$ cat src/rtl/mem_stage_sram_ctrl.sv
// MEM-stage controller: splits each 32-bit load/store into two 16-bit SRAM accesses and holds the pipeline via ready.
// Optional one-entry read-hit tag enabled with `define SRAM_CTRL_READ_HIT_EN.
module mem_stage_sram_ctrl #(
    parameter logic [31:0] BASE_ADDR   = 32'd1024,
    parameter int          WAIT_CYCLES = 2,
    parameter int          SRAM_AW     = 18
) (
    input  logic               clk,
    input  logic               rst,
    input  logic               rd_en,
    input  logic               wr_en,
    input  logic [31:0]        address,
    input  logic [31:0]        write_data,
    output logic [31:0]        read_data,
    output logic               ready,
    output logic [SRAM_AW-1:0] sram_addr,
    output logic [15:0]        sram_dq_out,
    input  logic [15:0]        sram_dq_in,
    output logic               sram_dq_oe,
    output logic               sram_we_n
);

    localparam logic [1:0] S_IDLE = 2'd0;
    localparam logic [1:0] S_LOW  = 2'd1;
    localparam logic [1:0] S_HIGH = 2'd2;
    localparam logic [1:0] S_DONE = 2'd3;

    localparam int              CNT_W = (WAIT_CYCLES > 1) ? $clog2(WAIT_CYCLES) : 1;
    localparam logic [CNT_W-1:0] LAST = CNT_W'(WAIT_CYCLES - 1);

    logic [1:0]         state;
    logic [CNT_W-1:0]   cnt;
    logic               op_wr;
    logic [SRAM_AW-2:0] word_q;
    logic [31:0]        wdata_q;

    logic [31:0]        offset;
    logic [SRAM_AW-2:0] req_word;
    logic               req;
    logic               hit;
    logic               unused_offset_bits;

    // Out-of-window addresses simply wrap; the byte lane bits are dropped.
    assign offset             = address - BASE_ADDR;
    assign req_word           = offset[SRAM_AW:2];
    assign unused_offset_bits = ^{offset[31:SRAM_AW+1], offset[1:0]};
    assign req                = rd_en | wr_en;

`ifdef SRAM_CTRL_READ_HIT_EN
    logic [SRAM_AW-2:0] tag_word;
    logic               tag_vld;

    assign hit = rd_en & ~wr_en & tag_vld & (tag_word == req_word);

    always_ff @(posedge clk) begin
        if (rst) begin
            tag_vld  <= 1'b0;
            tag_word <= '0;
        end else if (state == S_IDLE && wr_en) begin
            tag_vld <= 1'b0;
        end else if (state == S_HIGH && cnt == LAST && !op_wr) begin
            tag_vld  <= 1'b1;
            tag_word <= word_q;
        end
    end
`else
    assign hit = 1'b0;
`endif

    always_comb begin
        ready = 1'b0;
        case (state)
            S_IDLE:  ready = ~req | hit;
            S_DONE:  ready = 1'b1;
            default: ready = 1'b0;
        endcase
    end

    always_ff @(posedge clk) begin
        if (rst) begin
            state       <= S_IDLE;
            cnt         <= '0;
            op_wr       <= 1'b0;
            word_q      <= '0;
            wdata_q     <= '0;
            read_data   <= '0;
            sram_addr   <= '0;
            sram_dq_out <= '0;
            sram_dq_oe  <= 1'b0;
            sram_we_n   <= 1'b1;
        end else begin
            case (state)
                S_IDLE: begin
                    // Write takes priority when both strobes are set.
                    if (req && !hit) begin
                        state       <= S_LOW;
                        cnt         <= '0;
                        op_wr       <= wr_en;
                        word_q      <= req_word;
                        wdata_q     <= write_data;
                        sram_addr   <= {req_word, 1'b0};
                        sram_dq_out <= write_data[15:0];
                        sram_dq_oe  <= wr_en;
                        sram_we_n   <= ~wr_en;
                    end
                end
                S_LOW: begin
                    if (cnt == LAST) begin
                        if (!op_wr) read_data[15:0] <= sram_dq_in;
                        state       <= S_HIGH;
                        cnt         <= '0;
                        sram_addr   <= {word_q, 1'b1};
                        sram_dq_out <= wdata_q[31:16];
                    end else begin
                        cnt <= cnt + 1'b1;
                    end
                end
                S_HIGH: begin
                    if (cnt == LAST) begin
                        if (!op_wr) read_data[31:16] <= sram_dq_in;
                        state      <= S_DONE;
                        cnt        <= '0;
                        sram_dq_oe <= 1'b0;
                        sram_we_n  <= 1'b1;
                    end else begin
                        cnt <= cnt + 1'b1;
                    end
                end
                default: state <= S_IDLE;
            endcase
        end
    end

endmodule

$ cat config.mk
export PLATFORM = sky130hd
export DESIGN_NAME = mem_stage_sram_ctrl
export DESIGN_NICKNAME = d
export VERILOG_FILES = /design/src/rtl/mem_stage_sram_ctrl.sv
export SDC_FILE = /design/constraint.sdc
export NUM_CORES = 1
export LEC_CHECK = 0
export CORE_MARGIN = 8
export CORE_UTILIZATION = 30
export CTS_CLUSTER_DIAMETER = 60
export CTS_CLUSTER_SIZE = 14
export DETAILED_ROUTE_END_ITERATION = 8
export PLACE_DENSITY = 0.7
export SLEW_MARGIN = 10
export SYNTH_ARGS = -nofsm -noshare
export SYNTH_HDL_FRONTEND = slang
export SYNTH_SLANG_ARGS = --single-unit
$ cat constraint.sdc
create_clock -name clk -period 2.2 [get_ports clk]
set_clock_uncertainty 0.15 [all_clocks]
set_input_delay 0.22 -clock clk [delete_from_list [all_inputs] [get_ports clk]]
set_output_delay 0.22 -clock clk [all_outputs]
set_load 0.02 [all_outputs]
==> flow_metrics.py <==
metrics = {
    "clock_network": {
        "cts_tree": "done",
        "clk_pin_slew_ps": 70,
        "cts_root_buf": "clkbuf_16",
        "cts_sinks": 105,
        "cts_made_buffers": 9,
        "cts_setup_buffers": 0,
        "htree_levels": 3,
        "clockBufferDepth": 2,
        "clk_latency_ps": 340,
    },
    "yosys": {
        "ys.flop_type": "dfxtp_1",
        "yosys.area_share.simple": 0.186,
        "ys_types": 40,
        "ys_ff_latch": 105,
        "synthArstFlopShare": 0,
        "synth-compound-area-share": 0.171,
        "yosys_warnings": 0,
        "synth_top_family_by_area": "simple AND/OR/NAND/NOR gates",
        "syn-instance-count": 497,
        "synth-xor-area-share": 0.0124,
        "yosysTopAreaCell": "dfxtp_1",
        "synth_area_per_cell_um2": 8.51,
        "synth_edf_count": 0,
        "synth.area.mux_share": 0.0734,
        "seq_area_frac_synth": 0.497,
        "synth_top_area_share": 0.497,
        "synth_fa_ha_area_frac": 0.0148,
        "syn-num-nets": 586,
        "yosys-top-cells-area": "dfxtp_1, nand2_1, a21oi_1",
        "syn_area_um2": 4230,
    },
    "critical_path": {
        "critPathKind": "reg -> out",
        "crit_cells": 6,
        "crit_family": "buffers and inverters",
        "path_max_fanout": 4,
        "critPathCaptureType": "primary output",
        "cp-start-kind": "register",
        "reg2reg_depth": 8,
        "crit_top_cell": "nor2_1",
        "worstPathRequired_ps": 1830,
        "path_cells": "inv_1, ha_1, nor3b_4, nor2_1, nor2_1, clkdlybuf4s15_1",
        "slowest_delay_ps": 340,
        "crit_arrival_ps": 1670,
        "cp_num_buf_inv": 2,
        "worst_path_max_delay_cell": "dfxtp_2",
    },
    "global_route": {
        "grt.busiest_layer": "met2",
        "track_usage": 0.136,
        "grt_pass1_wl_mm": 19.9,
        "grt_remaining_overflow": 0,
        "gr-usage-met1": 0.155,
        "grtUsageMet2": 0.230,
        "antenna_found_initial": 0,
        "grt_pass1_vias": 3991,
        "grt_max_degree": 96,
        "use_met3": 0.0438,
    },
    "sta": {
        "slew_viol_final": 0,
        "fmax_mhz": 491,
        "worst_pin_slew_ps": 605,
        "maxSlewHeadroom": 0.596,
        "rsz0062_at_grt": "false",
        "finalSetupViolCount": 0,
        "finalCriticalPeriod_ps": 2040,
        "hold_viol_final": 0,
        "fin_tns_setup_ps": 0,
        "period_share": 0.925,
    },
    "power": {
        "power_density_nw_per_um2": 1330,
        "vdd_drop_max_v": 0.000580,
        "internal_power_mw": 5.09,
        "switching_share": 0.376,
        "leakage_nw": 2.21,
        "p_comb_frac": 0.447,
        "p_clk_frac": 0.213,
        "power_frac_seq": 0.340,
        "p_switching_mw": 3.06,
    },
    "routing": {
        "viasPerCell": 4.82,
        "drc_errors": 0,
        "wire_per_inst_um": 15.2,
        "wl_mm": 12.3,
        "first_iter_violations": 154,
        "detailroute.via_count": 3900,
        "antenna_left": 0,
        "dr.pass1.iters": 4,
    },
    "min_path": {
        "holdPathStages": 3,
        "hold_class": "in -> reg",
    },
    "placement": {
        "hpwlAfterDp_mm": 8.68,
        "placed_cells": 793,
        "io_buffers": 137,
        "placed_area_um2": 5820,
        "gp_congestion": 0.828,
    },
    "die": {
        "rows": 43,
        "die-height_um": 135,
        "die_area_um2": 18200,
        "start_util": 0.306,
        "die_x_um": 135,
        "io-pin-count": 153,
        "core_um2": 13800,
    },
    "cells_and_area": {
        "finalNonFillerCells": 809,
        "drive_gt1_frac": 0.0652,
        "antenna_cells": 0,
        "area_growth_syn_to_layout_pct": 45.4,
        "final_cell_area_um2": 6150,
        "utilization": 0.445,
        "regArea_um2": 2100,
        "fin_nets": 713,
        "fill_cells": 1295,
        "multi_input_area_um2": 1940,
    },
    "run_status": {
        "status": "finished clean",
    },
    "run": {
        "maxCapViolations": 0,
    },
}
registers in the layout, summed over array words and instances, names as in the netlist:
register and flops:
read_data 32, wdata_q 16, cnt 1, op_wr 1, word_q 17, sram_dq_oe 1
state 2, sram_we_n 1, sram_addr 18, sram_dq_out 16
worst paths after layout:
path	startpoint	to	slack (ps)
setup / recovery	state[0]$_SDFFE_PP0P_	ready	160
hold / removal	rst	sram_we_n$_SDFFE_PP1P_	190
setup reg to reg	state[1]$_SDFFE_PP0P_	sram_dq_out[13]$_SDFFE_PP0P_	240
hold reg to reg	word_q[7]$_SDFFE_PP0P_	word_q[7]$_SDFFE_PP0P_	300
placed cells by master, fill, tap and decap left out, drive strengths merged, types with 2 or more instances in the layout:
cell type      synthesis  layout
a211oi                28      28
a21oi                 66      66
buf                   14      15
bufinv                 0       2
clkbuf                21      10
clkdlybuf4s50          0     135
clkinv                 0       2
dfxtp                105     105
ha                     5       5
inv                    7       8
mux2i                 31      31
nand2                128     128
nand3                  3       3
nand4                  3       3
nor2                  42      42
nor2b                  2       2
nor3b                  2       2
o21ai                 15      15
o221ai                 3       3
or4                    2       2
xnor2                  4       4
xor2                   2       2
metrics by stage:
step | setup WS (ps) | power, mW | hold slack [ps]
after global placement | 93.0 | 6.43 | 291
after floorplan | 397 | 5.01 | 166
after CTS | 90.8 | 8.30 | 170
after global routing | 8.52 | 8.74 | 253
final | 164 | 8.16 | 190
after detailed placement | 82.1 | 6.52 | 296
kinds of logic after synthesis:
kind of cell,count (synthesis)
compound gates,121
buf+inv,42
simple gates,187
mux,31
fa+ha+maj,5
xor+xnor,6
flops,105
worst reg2reg max path, stage by stage, from the launching register on:
cell      delay, ps
dfxtp_1         370
inv_1            80
ha_1            200
nor3b_4         150
buf_4           170
nor2_4          210
buf_12          240
nor2_1           90
a211oi_1        210
routing by layer:
metal | vias up | wire, um | part of all wire
met5 | - | 0 | 0
met4 | 0 | 185 | 0.015
met3 | 13 | 923 | 0.075
met2 | 119 | 5870 | 0.48
met1 | 1822 | 5280 | 0.43
li1 | 1946 | - | -
power by group through the flow:
stage	logic, mW	clock network, mW	registers (mW)
floorplan	1.82	0	3.19
global placement	3.64	0	2.79
detailed placement	3.71	0	2.81
CTS	3.71	1.82	2.78
global route	4.01	1.89	2.84
finish	3.65	1.74	2.77
final cells by class:
type | count | share of cell area
Sequential cell | 105 | 0.342
Multi-Input combinational cell | 350 | 0.316
Timing Repair Buffer | 151 | 0.248
Clock buffer | 10 | 0.0389
Tap cell | 180 | 0.0366
Clock inverter | 6 | 0.0146
Inverter | 7 | 0.00427
cell usage after synthesis, types with 3 or more instances:
| cell type | instances |
|---|---|
| a21oi_1 | 66 |
| o21ai_0 | 13 |
| inv_1 | 7 |
| a211oi_1 | 28 |
| mux2i_1 | 31 |
| nand4_1 | 3 |
| clkbuf_1 | 21 |
| nand2_1 | 128 |
| buf_2 | 11 |
| nor2_1 | 41 |
| ha_1 | 5 |
| dfxtp_1 | 105 |
| xnor2_1 | 4 |
| nand3_1 | 3 |
timing repair:
action | 4_1_cts | 5_1_grt
endpoints found under the setup margin | 1 | 1
hold endpoints to repair | 0 | 0
resized for setup | 1 | 2
hold buffers | 0 | 0
Note: power is estimated with default switching activity, not from simulation.
